[src/rtl/riscv_lsu_pkg.sv]
// Shared definitions for the load/store unit: FSM encoding, access size codes
// and the default ack timeout.
package riscv_lsu_pkg;

  typedef enum logic [1:0] {
    ST_IDLE   = 2'd0,
    ST_ACCESS = 2'd1,
    ST_RESP   = 2'd2,
    ST_ERR    = 2'd3
  } state_t;

  localparam logic [1:0] SIZE_BYTE = 2'b00;
  localparam logic [1:0] SIZE_HALF = 2'b01;
  localparam logic [1:0] SIZE_WORD = 2'b10;

  localparam int unsigned TIMEOUT_DEFAULT = 255;

endpackage

[src/rtl/dmem_access_ctrl_if.sv]
// Pipeline-side request/response and memory-side bus of the data-memory controller.
// Handshake: a request transfers on a rising edge where req_valid_in & req_ready_out;
// the memory transfer completes on the edge where dm_req_out & dm_ack_in.
interface dmem_access_ctrl_if;
  logic        req_valid_in;
  logic        req_ready_out;
  logic        req_is_store_in;
  logic [2:0]  req_funct3_in;
  logic [31:0] req_addr_in;
  logic [31:0] req_wdata_in;
  logic        dm_req_out;
  logic        dm_wr_out;
  logic [31:0] dm_addr_out;
  logic [31:0] dm_wdata_out;
  logic [3:0]  dm_wmask_out;
  logic        dm_ack_in;
  logic [31:0] dm_rdata_in;
  logic        rsp_valid_out;
  logic [31:0] rsp_rdata_out;
  logic [1:0]  rsp_byte_sel_out;
  logic [1:0]  rsp_load_size_out;
  logic        rsp_load_unsigned_out;
  logic        misaligned_out;
  logic        timeout_out;
  logic        stall_out;

  modport slave (
    input  req_valid_in, req_is_store_in, req_funct3_in, req_addr_in, req_wdata_in,
           dm_ack_in, dm_rdata_in,
    output req_ready_out, dm_req_out, dm_wr_out, dm_addr_out, dm_wdata_out, dm_wmask_out,
           rsp_valid_out, rsp_rdata_out, rsp_byte_sel_out, rsp_load_size_out,
           rsp_load_unsigned_out, misaligned_out, timeout_out, stall_out
  );

  modport master (
    output req_valid_in, req_is_store_in, req_funct3_in, req_addr_in, req_wdata_in,
           dm_ack_in, dm_rdata_in,
    input  req_ready_out, dm_req_out, dm_wr_out, dm_addr_out, dm_wdata_out, dm_wmask_out,
           rsp_valid_out, rsp_rdata_out, rsp_byte_sel_out, rsp_load_size_out,
           rsp_load_unsigned_out, misaligned_out, timeout_out, stall_out
  );
endinterface

[src/rtl/dmem_lane_gen.sv]
// Combinational byte-lane steering: store write mask, lane-replicated store data
// and the alignment/illegal-encoding error flag.
module dmem_lane_gen
  import riscv_lsu_pkg::*;
(
  input  logic [1:0]  byte_sel,
  input  logic [2:0]  funct3,
  input  logic        is_store,
  input  logic [31:0] wdata,
  output logic [3:0]  wmask,
  output logic [31:0] wdata_rep,
  output logic        misaligned
);

  always_comb begin
    wmask      = 4'b0000;
    wdata_rep  = wdata;
    misaligned = 1'b0;
    case (funct3[1:0])
      SIZE_BYTE: begin
        wmask     = 4'b0001 << byte_sel;
        wdata_rep = {4{wdata[7:0]}};
      end
      SIZE_HALF: begin
        wmask      = byte_sel[1] ? 4'b1100 : 4'b0011;
        wdata_rep  = {2{wdata[15:0]}};
        misaligned = byte_sel[0];
      end
      SIZE_WORD: begin
        wmask      = 4'b1111;
        misaligned = (byte_sel != 2'b00);
      end
      default: misaligned = 1'b1;
    endcase
    // Unsigned stores have no meaning; treat them like an illegal size.
    if (is_store && funct3[2]) misaligned = 1'b1;
    if (!is_store) wmask = 4'b0000;
  end

endmodule

[src/rtl/dmem_access_ctrl.sv]
// Data-memory access controller: accepts one load/store at a time, drives the
// memory bus until ack or timeout, and returns a one-cycle response.
module dmem_access_ctrl
  import riscv_lsu_pkg::*;
#(
  parameter int unsigned TIMEOUT_CYCLES = TIMEOUT_DEFAULT
) (
  input  logic              clk_in,
  input  logic              rst_n_in,
  dmem_access_ctrl_if.slave bus,
  output state_t            state_dbg
);

  localparam logic [7:0] TMO = 8'(TIMEOUT_CYCLES);

  state_t      state_q;
  logic [7:0]  cnt_q;
  logic [7:0]  cnt_next;
  logic        ready_q;
  logic        accept;
  logic [3:0]  lane_wmask;
  logic [31:0] lane_wdata;
  logic        lane_err;

  dmem_lane_gen u_lane_gen (
    .byte_sel   (bus.req_addr_in[1:0]),
    .funct3     (bus.req_funct3_in),
    .is_store   (bus.req_is_store_in),
    .wdata      (bus.req_wdata_in),
    .wmask      (lane_wmask),
    .wdata_rep  (lane_wdata),
    .misaligned (lane_err)
  );

  assign accept        = bus.req_valid_in & ready_q;
  assign cnt_next      = cnt_q + 8'd1;
  assign bus.req_ready_out = ready_q;
  // ready_q is low in reset, so stall also reads 0 while reset is held.
  assign bus.stall_out = ((state_q == ST_IDLE) & bus.req_valid_in & ready_q) |
                         (state_q == ST_ACCESS);
  assign state_dbg     = state_q;

  always_ff @(posedge clk_in or negedge rst_n_in) begin
    if (!rst_n_in) begin
      state_q                   <= ST_IDLE;
      cnt_q                     <= 8'd0;
      ready_q                   <= 1'b0;
      bus.dm_req_out            <= 1'b0;
      bus.dm_wr_out             <= 1'b0;
      bus.dm_addr_out           <= 32'd0;
      bus.dm_wdata_out          <= 32'd0;
      bus.dm_wmask_out          <= 4'd0;
      bus.rsp_valid_out         <= 1'b0;
      bus.rsp_rdata_out         <= 32'd0;
      bus.rsp_byte_sel_out      <= 2'd0;
      bus.rsp_load_size_out     <= 2'd0;
      bus.rsp_load_unsigned_out <= 1'b0;
      bus.misaligned_out        <= 1'b0;
      bus.timeout_out           <= 1'b0;
    end else begin
      bus.rsp_valid_out  <= 1'b0;
      bus.misaligned_out <= 1'b0;
      bus.timeout_out    <= 1'b0;
      case (state_q)
        ST_IDLE: begin
          ready_q <= 1'b1;
          if (accept) begin
            ready_q                   <= 1'b0;
            bus.rsp_byte_sel_out      <= bus.req_addr_in[1:0];
            bus.rsp_load_size_out     <= bus.req_funct3_in[1:0];
            bus.rsp_load_unsigned_out <= bus.req_funct3_in[2];
            if (lane_err) begin
              state_q            <= ST_ERR;
              bus.rsp_valid_out  <= 1'b1;
              bus.misaligned_out <= 1'b1;
            end else begin
              state_q          <= ST_ACCESS;
              cnt_q            <= 8'd0;
              bus.dm_req_out   <= 1'b1;
              bus.dm_wr_out    <= bus.req_is_store_in;
              bus.dm_addr_out  <= {bus.req_addr_in[31:2], 2'b00};
              bus.dm_wdata_out <= lane_wdata;
              bus.dm_wmask_out <= lane_wmask;
            end
          end
        end
        ST_ACCESS: begin
          // Ack takes priority over a timeout expiring on the same edge.
          if (bus.dm_ack_in) begin
            state_q            <= ST_RESP;
            bus.dm_req_out     <= 1'b0;
            bus.rsp_valid_out  <= 1'b1;
            bus.rsp_rdata_out  <= bus.dm_wr_out ? 32'd0 : bus.dm_rdata_in;
          end else if (cnt_next == TMO) begin
            state_q           <= ST_ERR;
            cnt_q             <= cnt_next;
            bus.dm_req_out    <= 1'b0;
            bus.rsp_valid_out <= 1'b1;
            bus.timeout_out   <= 1'b1;
          end else begin
            cnt_q <= cnt_next;
          end
        end
        ST_RESP, ST_ERR: begin
          state_q <= ST_IDLE;
          ready_q <= 1'b1;
        end
        default: state_q <= ST_IDLE;
      endcase
    end
  end

endmodule

[src/flat_wrapper.sv]
// flat-port wrapper written by rule: the top's interface ports become plain ports
module dmem_access_ctrl_flat import riscv_lsu_pkg::*;
#(
  parameter int unsigned TIMEOUT_CYCLES = TIMEOUT_DEFAULT
)
  (clk_in, rst_n_in, state_dbg, bus_req_valid_in, bus_req_is_store_in, bus_req_funct3_in, bus_req_addr_in, bus_req_wdata_in, bus_dm_ack_in, bus_dm_rdata_in, bus_req_ready_out, bus_dm_req_out, bus_dm_wr_out, bus_dm_addr_out, bus_dm_wdata_out, bus_dm_wmask_out, bus_rsp_valid_out, bus_rsp_rdata_out, bus_rsp_byte_sel_out, bus_rsp_load_size_out, bus_rsp_load_unsigned_out, bus_misaligned_out, bus_timeout_out, bus_stall_out);
  dmem_access_ctrl_if bus_i ();
  input  logic clk_in;
  input  logic rst_n_in;
  output state_t state_dbg;
  input wire logic [$bits(bus_i.req_valid_in)-1:0] bus_req_valid_in;
  input wire logic [$bits(bus_i.req_is_store_in)-1:0] bus_req_is_store_in;
  input wire logic [$bits(bus_i.req_funct3_in)-1:0] bus_req_funct3_in;
  input wire logic [$bits(bus_i.req_addr_in)-1:0] bus_req_addr_in;
  input wire logic [$bits(bus_i.req_wdata_in)-1:0] bus_req_wdata_in;
  input wire logic [$bits(bus_i.dm_ack_in)-1:0] bus_dm_ack_in;
  input wire logic [$bits(bus_i.dm_rdata_in)-1:0] bus_dm_rdata_in;
  output wire logic [$bits(bus_i.req_ready_out)-1:0] bus_req_ready_out;
  output wire logic [$bits(bus_i.dm_req_out)-1:0] bus_dm_req_out;
  output wire logic [$bits(bus_i.dm_wr_out)-1:0] bus_dm_wr_out;
  output wire logic [$bits(bus_i.dm_addr_out)-1:0] bus_dm_addr_out;
  output wire logic [$bits(bus_i.dm_wdata_out)-1:0] bus_dm_wdata_out;
  output wire logic [$bits(bus_i.dm_wmask_out)-1:0] bus_dm_wmask_out;
  output wire logic [$bits(bus_i.rsp_valid_out)-1:0] bus_rsp_valid_out;
  output wire logic [$bits(bus_i.rsp_rdata_out)-1:0] bus_rsp_rdata_out;
  output wire logic [$bits(bus_i.rsp_byte_sel_out)-1:0] bus_rsp_byte_sel_out;
  output wire logic [$bits(bus_i.rsp_load_size_out)-1:0] bus_rsp_load_size_out;
  output wire logic [$bits(bus_i.rsp_load_unsigned_out)-1:0] bus_rsp_load_unsigned_out;
  output wire logic [$bits(bus_i.misaligned_out)-1:0] bus_misaligned_out;
  output wire logic [$bits(bus_i.timeout_out)-1:0] bus_timeout_out;
  output wire logic [$bits(bus_i.stall_out)-1:0] bus_stall_out;
  assign bus_i.req_valid_in = bus_req_valid_in;
  assign bus_i.req_is_store_in = bus_req_is_store_in;
  assign bus_i.req_funct3_in = bus_req_funct3_in;
  assign bus_i.req_addr_in = bus_req_addr_in;
  assign bus_i.req_wdata_in = bus_req_wdata_in;
  assign bus_i.dm_ack_in = bus_dm_ack_in;
  assign bus_i.dm_rdata_in = bus_dm_rdata_in;
  assign bus_req_ready_out = bus_i.req_ready_out;
  assign bus_dm_req_out = bus_i.dm_req_out;
  assign bus_dm_wr_out = bus_i.dm_wr_out;
  assign bus_dm_addr_out = bus_i.dm_addr_out;
  assign bus_dm_wdata_out = bus_i.dm_wdata_out;
  assign bus_dm_wmask_out = bus_i.dm_wmask_out;
  assign bus_rsp_valid_out = bus_i.rsp_valid_out;
  assign bus_rsp_rdata_out = bus_i.rsp_rdata_out;
  assign bus_rsp_byte_sel_out = bus_i.rsp_byte_sel_out;
  assign bus_rsp_load_size_out = bus_i.rsp_load_size_out;
  assign bus_rsp_load_unsigned_out = bus_i.rsp_load_unsigned_out;
  assign bus_misaligned_out = bus_i.misaligned_out;
  assign bus_timeout_out = bus_i.timeout_out;
  assign bus_stall_out = bus_i.stall_out;
  dmem_access_ctrl #(.TIMEOUT_CYCLES(TIMEOUT_CYCLES)) u_core (.clk_in(clk_in), .rst_n_in(rst_n_in), .bus(bus_i), .state_dbg(state_dbg));
endmodule
[config.mk]
export PLATFORM = sky130hd
export DESIGN_NAME = dmem_access_ctrl_flat
export DESIGN_NICKNAME = d
export VERILOG_FILES = /design/src/rtl/riscv_lsu_pkg.sv /design/src/rtl/dmem_access_ctrl_if.sv /design/src/rtl/dmem_lane_gen.sv /design/src/rtl/dmem_access_ctrl.sv /design/src/flat_wrapper.sv
export SDC_FILE = /design/constraint.sdc
export NUM_CORES = 1
export LEC_CHECK = 0
export ABC_CLOCK_PERIOD_IN_PS = 4380
export CORE_MARGIN = 2
export CORE_UTILIZATION = 29
export CTS_CLUSTER_SIZE = 12
export DETAILED_ROUTE_END_ITERATION = 8
export GPL_ROUTABILITY_DRIVEN = 0
export GPL_TIMING_DRIVEN = 0
export PLACE_DENSITY_LB_ADDON = 0.3
export SLEW_MARGIN = 20
export SYNTH_ARGS = -nofsm -noshare
export SYNTH_HDL_FRONTEND = slang
export SYNTH_SLANG_ARGS = --single-unit
[constraint.sdc]
create_clock -name clk_in -period 4.38 [get_ports clk_in]
set_input_delay 0.438 -clock clk_in [delete_from_list [all_inputs] [get_ports clk_in]]
set_output_delay 0.438 -clock clk_in [all_outputs]
set_load 0.02 [all_outputs]
==> metrics, run 1 <==
H-tree levels=4; LEAKAGE=3.56 nW; multi-input logic area=2050 sq um; most frequent CP cell=clkdlybuf4s50_1; slowest stage delay, CP=0.62 ns; drt drc=0; Post-CTS Resized=0; Tmin final=2.19 ns; VDD IR-drop max=0.359 mV; die area=19000 sq um; Final WS setup=2.19 ns; final WL=15500 microns; Hold-fix buffers, CTS=0; Clock Tree Buf Depth=2; Skew-Pair Late Insertion Delay=0.41 ns; dominant cell type by area after synthesis=dfrtp_1; Fin. Hold Viols=0; final net count=841; worst clock skew=0.00744 ns; root buf cell=clkbuf_16; main combinational cell family by area after synthesis=simple AND/OR/NAND/NOR gates; Die Height=138 microns; unrepaired setup endpoints after global routing=no; crit start category=input pin; sequential fraction of the synthesis area=57.4%; Starting Density=29.9%; Synth Area in XOR/XNOR=0.338%; Clock Power Share=23.7%; Final Max Slew Viols=0; Worst Tran Pin Value=0.798 ns; Die W=138 microns; Yosys cell types=38; # rows=48; Power Dens Cells=714 nW/um^2; Vias/cell=4.65; synthesized cell area=5180 sq um; count leader, synth=dfrtp_1; GRT Total Usage=17.0%; register area=2980 sq um; Post-Synth Adder-Cell Area=0.483%; R2R Setup Slk=2.37 ns; I/O Pins=218; Placed Instances=941; Vias=4522; Clk pin slew, worst setup/hold paths=0.05 ns; largest net degree at the start of global routing=63; WP data required=3.94 ns; Syn Area/Cell=10.3 sq um; Seq pwr share=32.5%; post-synthesis simple-gate area fraction=16.6%; Fillers=1582; Setup violations, final=0; worst path cell trace=clkdlybuf4s50_1 -> a21oi_1 -> nor2_1 -> clkdlybuf4s50_1; post-synthesis compound-gate area fraction=10.6%; max_cap viols=0; detailed-router iteration count before antenna repair=5; proportion of layout cells with a drive suffix above 1=7.49%; Post-synth EDFFs=0; Comb power frac=43.8%; Routed Antenna Nets=0; ys async rst share=100%; setup bufs post-CTS=0; WS Path Type=in -> out; CP arrival=1.75 ns; Top FF cell, synth=dfrtp_1; routed length per instance=15.9 microns; GRT overflow=0; multiplexer share of the synthesized area=11.3%; number of global-route vias before repair=4674; CTS Buf Count=17; DPL Wire Length=11800 microns; Synthesis Warnings=0; Final Util=47.4%; Max-slew headroom=46.8%; Iteration-0 DRC Markers=172; Final Non-Filler Cells=973; Setup WS pre-CTS=1.92 ns; first-pass GRT wire length=24500 microns; Sw Pwr=0.00216 W; worst-path maximum fanout=3; Sink Count=119; antenna violations before repair=0; Synth top cells by count=dfrtp_1, nand2_1, o21ai_0, nand2b_1, mux2_1; fin area=8230 sq um; Switching Fraction=36.8%; Mapped Cells=501; diode count=0; Area Overhead vs Synth=58.7%; outcome=finished clean; Placed Area=7630 sq um; Hold WC Path Type=in -> async; Port Buffers=213; CTS tree=built; post-route clock period utilization=50.0%; Fmax=457 MHz; Pint=0.00371 W; CORE AREA=17400 sq um; Yosys reg bits=119; top-area cell type share of the netlist area=57.4%; Crit-path slowest cell=clkdlybuf4s50_1; CP Capture Type=output port; Area contributors post-synth=dfrtp_1, nand2_1, mux2_1
-- cells by family after synthesis --
| logic type | after synthesis |
|---|---|
| other | 1 |
| adders and majority gates | 2 |
| DFF | 119 |
| and+or+nand+nor | 187 |
| buffers and inverters | 35 |
| xor gates and xnor gates | 2 |
| muxes | 55 |
| AOI/OAI and AO/OA | 100 |
-- metrics by stage --
stage	total power [W]	TNS [ns]	hold slack (ns)
after CTS	0.00595	0	0.0202
after global routing	0.00625	0	0.0443
after floorplan	0.00314	0	0.142
after global placement	0.00446	-201.51	0.464
after detailed placement	0.00453	0	0.460
final	0.00587	0	0.0159
-- path summary, 6_finish.rpt --
| path | start | end | cells after the start |
|---|---|---|---|
| worst min register to register | u_core.bus.dm_wdata_out[5]$_DFFE_PN0P_ | u_core.bus.dm_wdata_out[5]$_DFFE_PN0P_ | 2 |
| max in group asynchronous | rst_n_in | u_core.bus.rsp_rdata_out[6]$_DFFE_PN0P_ | 2 |
| min in group clk_in | u_core.bus.dm_wdata_out[5]$_DFFE_PN0P_ | u_core.bus.dm_wdata_out[5]$_DFFE_PN0P_ | 2 |
| worst max-delay path | bus_req_valid_in | bus_stall_out | 4 |
| worst max register to register | u_core.state_dbg[0]$_DFFE_PN0P_ | u_core.bus.rsp_valid_out$_DFF_PN0_ | 5 |
| worst min-delay path | rst_n_in | u_core.bus.dm_addr_out[28]$_DFFE_PN0P_ | 1 |
-- sequential cells by signal (all words and copies together) (netlist names) --
signal and flops:
u_core.bus.dm_wmask_out 4, u_core.bus.rsp_byte_sel_out 2, u_core.bus.rsp_load_unsigned_out 1, u_core.bus.dm_req_out 1, u_core.bus.req_ready_out 1, u_core.bus.dm_wr_out 1
u_core.bus.dm_wdata_out 32, u_core.bus.dm_addr_out 30, u_core.bus.misaligned_out 1, u_core.bus.timeout_out 1, u_core.bus.rsp_valid_out 1, u_core.bus.rsp_load_size_out 2
u_core.state_dbg 2, u_core.cnt_q 8, u_core.bus.rsp_rdata_out 32
-- placed cells by master (no fill, tap or decap), types with 18 or more instances in the layout --
cell and n:
clkdlybuf4s50_1 212, dfrtp_1 119, nand2_1 108, o21ai_0 49
nand2b_1 35, mux2_1 30, mux2i_1 25, nor2_1 22
o21ai_1 22, clkbuf_1 18
-- critical path: cells and delay by family --
family	cells	cell delay, ns
buffers and inverters	2	1.11
AO/OA/AOI/OAI	1	0.10
AND/OR/NAND/NOR	1	0.10
-- metal layers --
metal  global-route usage (%)  share of wire (%)  vias up
met3                     6.95                9.5       26
met4                     6.18                2.3        0
met1                     20.4                 41     2159
met5                        0                  0        -
met2                     27.5                 47      180
li1                         -                  -     2157
-- layout make-up --
cell class,count,share of cell area (%)
tap,225,3.42
inverter,3,0.137
clock inverter,13,1.75
timing repair buffer,214,26.3
sequential,119,36.2
buffer,32,1.81
clock buffer,19,5.51
multi-input combinational,348,24.9
-- power by group through the flow --
| stage | sequential [W] | combinational (W) | clock [W] |
|---|---|---|---|
| floorplan | 0.00248 | 0.000659 | 0 |
| global placement | 0.00189 | 0.00257 | 0 |
| detailed placement | 0.00192 | 0.00261 | 0 |
| CTS | 0.00191 | 0.00261 | 0.00142 |
| global route | 0.00198 | 0.00279 | 0.00148 |
| finish | 0.00191 | 0.00257 | 0.00139 |
Note: power is estimated with default switching activity, not from simulation.
==> run 2: changes to the inputs <==
--- a/config.mk
+++ b/config.mk
@@ -5,7 +5,7 @@
 export SDC_FILE = /design/constraint.sdc
 export NUM_CORES = 1
 export LEC_CHECK = 0
-export ABC_CLOCK_PERIOD_IN_PS = 4380
+export ABC_CLOCK_PERIOD_IN_PS = 1800
 export CORE_MARGIN = 2
 export CORE_UTILIZATION = 29
 export CTS_CLUSTER_SIZE = 12
==> constraint.sdc (replaced) <==
create_clock -name clk_in -period 1.8 [get_ports clk_in]
set_input_delay 0.18 -clock clk_in [delete_from_list [all_inputs] [get_ports clk_in]]
set_output_delay 0.18 -clock clk_in [all_outputs]
set_load 0.02 [all_outputs]
==> run 2 against run 1 <==
Non-clock buffer count is 7 higher; sequential power is 140% higher; worst hold slack better by 0.29 ns; sequential cell count stayed put; register-to-register slack worse by 2.4 ns; final cell count is 0.72% higher; the run now ends with setup timing left; clock power is 140% higher; die area stayed put; power is 150% higher; wire length is 1.9% higher; sequential share of layout area is 0.49 points lower; critical endpoint is now u_core.bus.dm_req_out$_DFFE_PN0P_.
==> metrics, run 2 (synthesis gave the netlist of run 1 again) <==
Setup violations, final=1 (+1); slowest stage delay, CP=0.42 ns (-0.20 ns); commonest cells after routing, fill and taps aside=clkdlybuf4s50_1, dfrtp_1, nand2_1; number of global-route vias before repair=4705 (+0.66%); worst path cell trace=ha_4 -> nand2_4 -> nor4_2 -> o21ai_1 -> a311o_1 -> a311o_1; Clock Tree Buf Depth=2 (unchanged); Switching Fraction=36.9% (+0.11 points); Clock Power Share=23.5% (-0.2 points); CP Capture Type=flop; antenna violations before repair=0 (unchanged); Tot Pwr=0.0145 W (+150%); outcome=finished with violations; worst clock skew=0.00742 ns (-0.0000163 ns); detailed-router iteration count before antenna repair=5 (unchanged); CP arrival=2.09 ns (+0.34 ns); first-pass GRT wire length=24700 microns (+0.56%); LEAKAGE=3.62 nW (+1.7%); Crit-path slowest cell=dfrtp_1; # rows=48 (unchanged); RR Startpoint=u_core.cnt_q[1]$_DFFE_PN0P_; Comb power frac=44.3% (+0.5 points); Final Util=48.1% (+0.71 points); Crit. Startpoint=u_core.cnt_q[1]$_DFFE_PN0P_; Clk pin slew, worst setup/hold paths=0.06 ns (about the same); root buf cell=clkbuf_16; Seq pwr share=32.2% (-0.3 points); Reg2Reg Depth=6 (+1); die area=19000 sq um (unchanged); WP data required=2.09 ns (-1.85 ns); Sw Pwr=0.00533 W (+150%); Die W=138 microns (unchanged); Iteration-0 DRC Markers=254 (+48%); DPL Wire Length=11800 microns (unchanged); Reg2Reg Capture Point=u_core.bus.dm_req_out$_DFFE_PN0P_; WHS Endpoint=u_core.bus.dm_wmask_out[1]$_DFFE_PN0P_; CTS Buf Count=17 (unchanged); GRT Total Usage=17.1% (+0.11 points); Vias=4560 (+0.84%); routed length per instance=16.1 microns (+1.1%); WS Path Type=reg -> reg; largest net degree at the start of global routing=63 (unchanged); Skew-Pair Late Insertion Delay=0.41 ns (about the same); VDD IR-drop max=0.874 mV (+140%); worst-path maximum fanout=6 (+3); final net count=848 (+0.83%); Die Height=138 microns (unchanged); Pint=0.00912 W (+150%); Hold Crit Start=bus_req_funct3_in[0]; Port Buffers=213 (unchanged); drt drc=0 (unchanged); Routed Antenna Nets=0 (unchanged); Hold WC Path Type=in -> reg; hold-critical path depth=5; failing checks=setup timing; H-tree levels=4 (unchanged); crit start category=flop; Max-slew headroom=46.4% (-0.35 points); most common cell after layout, fill and taps aside=clkdlybuf4s50_1; R2R Setup Slk=-0.004 ns (-2.37 ns); proportion of layout cells with a drive suffix above 1=9.80% (+2.3 points); CORE AREA=17400 sq um (unchanged); Area Overhead vs Synth=61.1%; Buf+Inv Stages, Crit Path=0 (-2); CTS tree=built; Starting Density=29.9% (unchanged); Fin. Hold Viols=0 (unchanged); Tmin final=1.80 ns; unrepaired setup endpoints after global routing=yes; Final Max Slew Viols=0 (unchanged); Final WS setup=-0.00387 ns (-2.19 ns); CP delay by family, top=compound AO/OA/AOI/OAI gates; Vias/cell=4.65 (+0.12%); Fmax=554 MHz; I/O Pins=218 (unchanged); Sink Count=119 (unchanged); post-route clock period utilization=100%; biggest regs=u_core.bus.dm_wdata_out x32, u_core.bus.rsp_rdata_out x32, u_core.bus.dm_addr_out x30; Power Dens Cells=1730 nW/um^2 (+140%); max_cap viols=0 (unchanged); final WL=15800 microns (+1.9%); most frequent CP cell=a311o_1; GRT overflow=0 (unchanged); Worst Tran Pin Value=0.804 ns (+0.00524 ns); diode count=0 (unchanged)
==> run 2: cell types whose count changed in the layout (fill, tap and decap cells not counted), moves of 2 or more <==
cell      delta
buf_4        +5
clkbuf_1     -5
clkbuf_2     +5
dfrtp_1      -3
dfrtp_2      +3
o221ai_1     -2
o221ai_2     +2
==> run 2: worst max path at each step <==
| stage | to | slack (ns) | cells past startpoint |
|---|---|---|---|
| final | u_core.bus.dm_req_out$_DFFE_PN0P_ | -0.004 | 6 |
| after global routing | u_core.bus.dm_req_out$_DFFE_PN0P_ | -0.05 | 6 |
| after CTS | u_core.bus.dm_req_out$_DFFE_PN0P_ | 0.002 | 6 |
| after detailed placement | u_core.bus.dm_addr_out[21]$_DFFE_PN0P_ | -0.41 | 5 |
| after global placement | u_core.bus.dm_addr_out[7]$_DFFE_PN0P_ | -4.03 | 1 |
| after floorplan | u_core.bus.dm_req_out$_DFFE_PN0P_ | 0.03 | 6 |
==> run 2: area by class of cell <==
class	instances	area, sq um
fillers	1569	9010
flip-flops and latches	119	2980
repair buffers	221	2210
multi-input cells	348	2110
clock buffers	19	453
well taps	225	282
plain buffers	32	159
clock inverters	13	144
inverters	3	11.3
==> run 2: through the flow <==
stage | hold WS [ns] | TNS (ns) | instances | setup slack (ns) | area [sq um]
2_1_floorplan | -0.116 | 0 | 502 | 0.0322 | 5190
3_3_place_gp | 0.464 | -502.87 | 940 | -4.03 | 7600
3_5_place_dp | 0.202 | -27.44 | 941 | -0.407 | 7630
4_1_cts | 0.298 | 0 | 980 | 0.00243 | 8310
5_1_grt | 0.322 | -0.103 | 980 | -0.0525 | 8350
6_report | 0.309 | -0.00387 | 980 | -0.00387 | 8350
==> run 2: what timing repair did <==
item,in CTS,in global routing
resized for setup,11,9
hold buffers,1,0
setup buffers,6,0
pin swaps,1,5
setup endpoints to repair,101,44
endpoints found under the hold margin,61,0
==> run 2: power groups by stage <==
stage               clock, W  sequential [W]  combinational, W
floorplan                  0         0.00603           0.00160
global placement           0         0.00459           0.00625
detailed placement         0         0.00467           0.00634
CTS                  0.00346         0.00466           0.00645
global route         0.00361         0.00482           0.00693
finish               0.00340         0.00465           0.00641
==> run 2: worst min-delay path, delay by kind of cell <==
| kind | cells | cell delay [ns] |
|---|---|---|
| buffers and inverters | 1 | 0.14 |
| AOI/OAI and AO/OA | 2 | 0.19 |
| and+or+nand+nor | 2 | 0.16 |
==> run 2: per-layer routing <==
layer	global-route usage [%]	vias to the layer above	wire, microns
li1	-	2170	-
met1	20.5	2166	6410
met2	27.4	196	7450
met3	6.95	28	1530
met4	6.80	0	403
met5	0	-	0
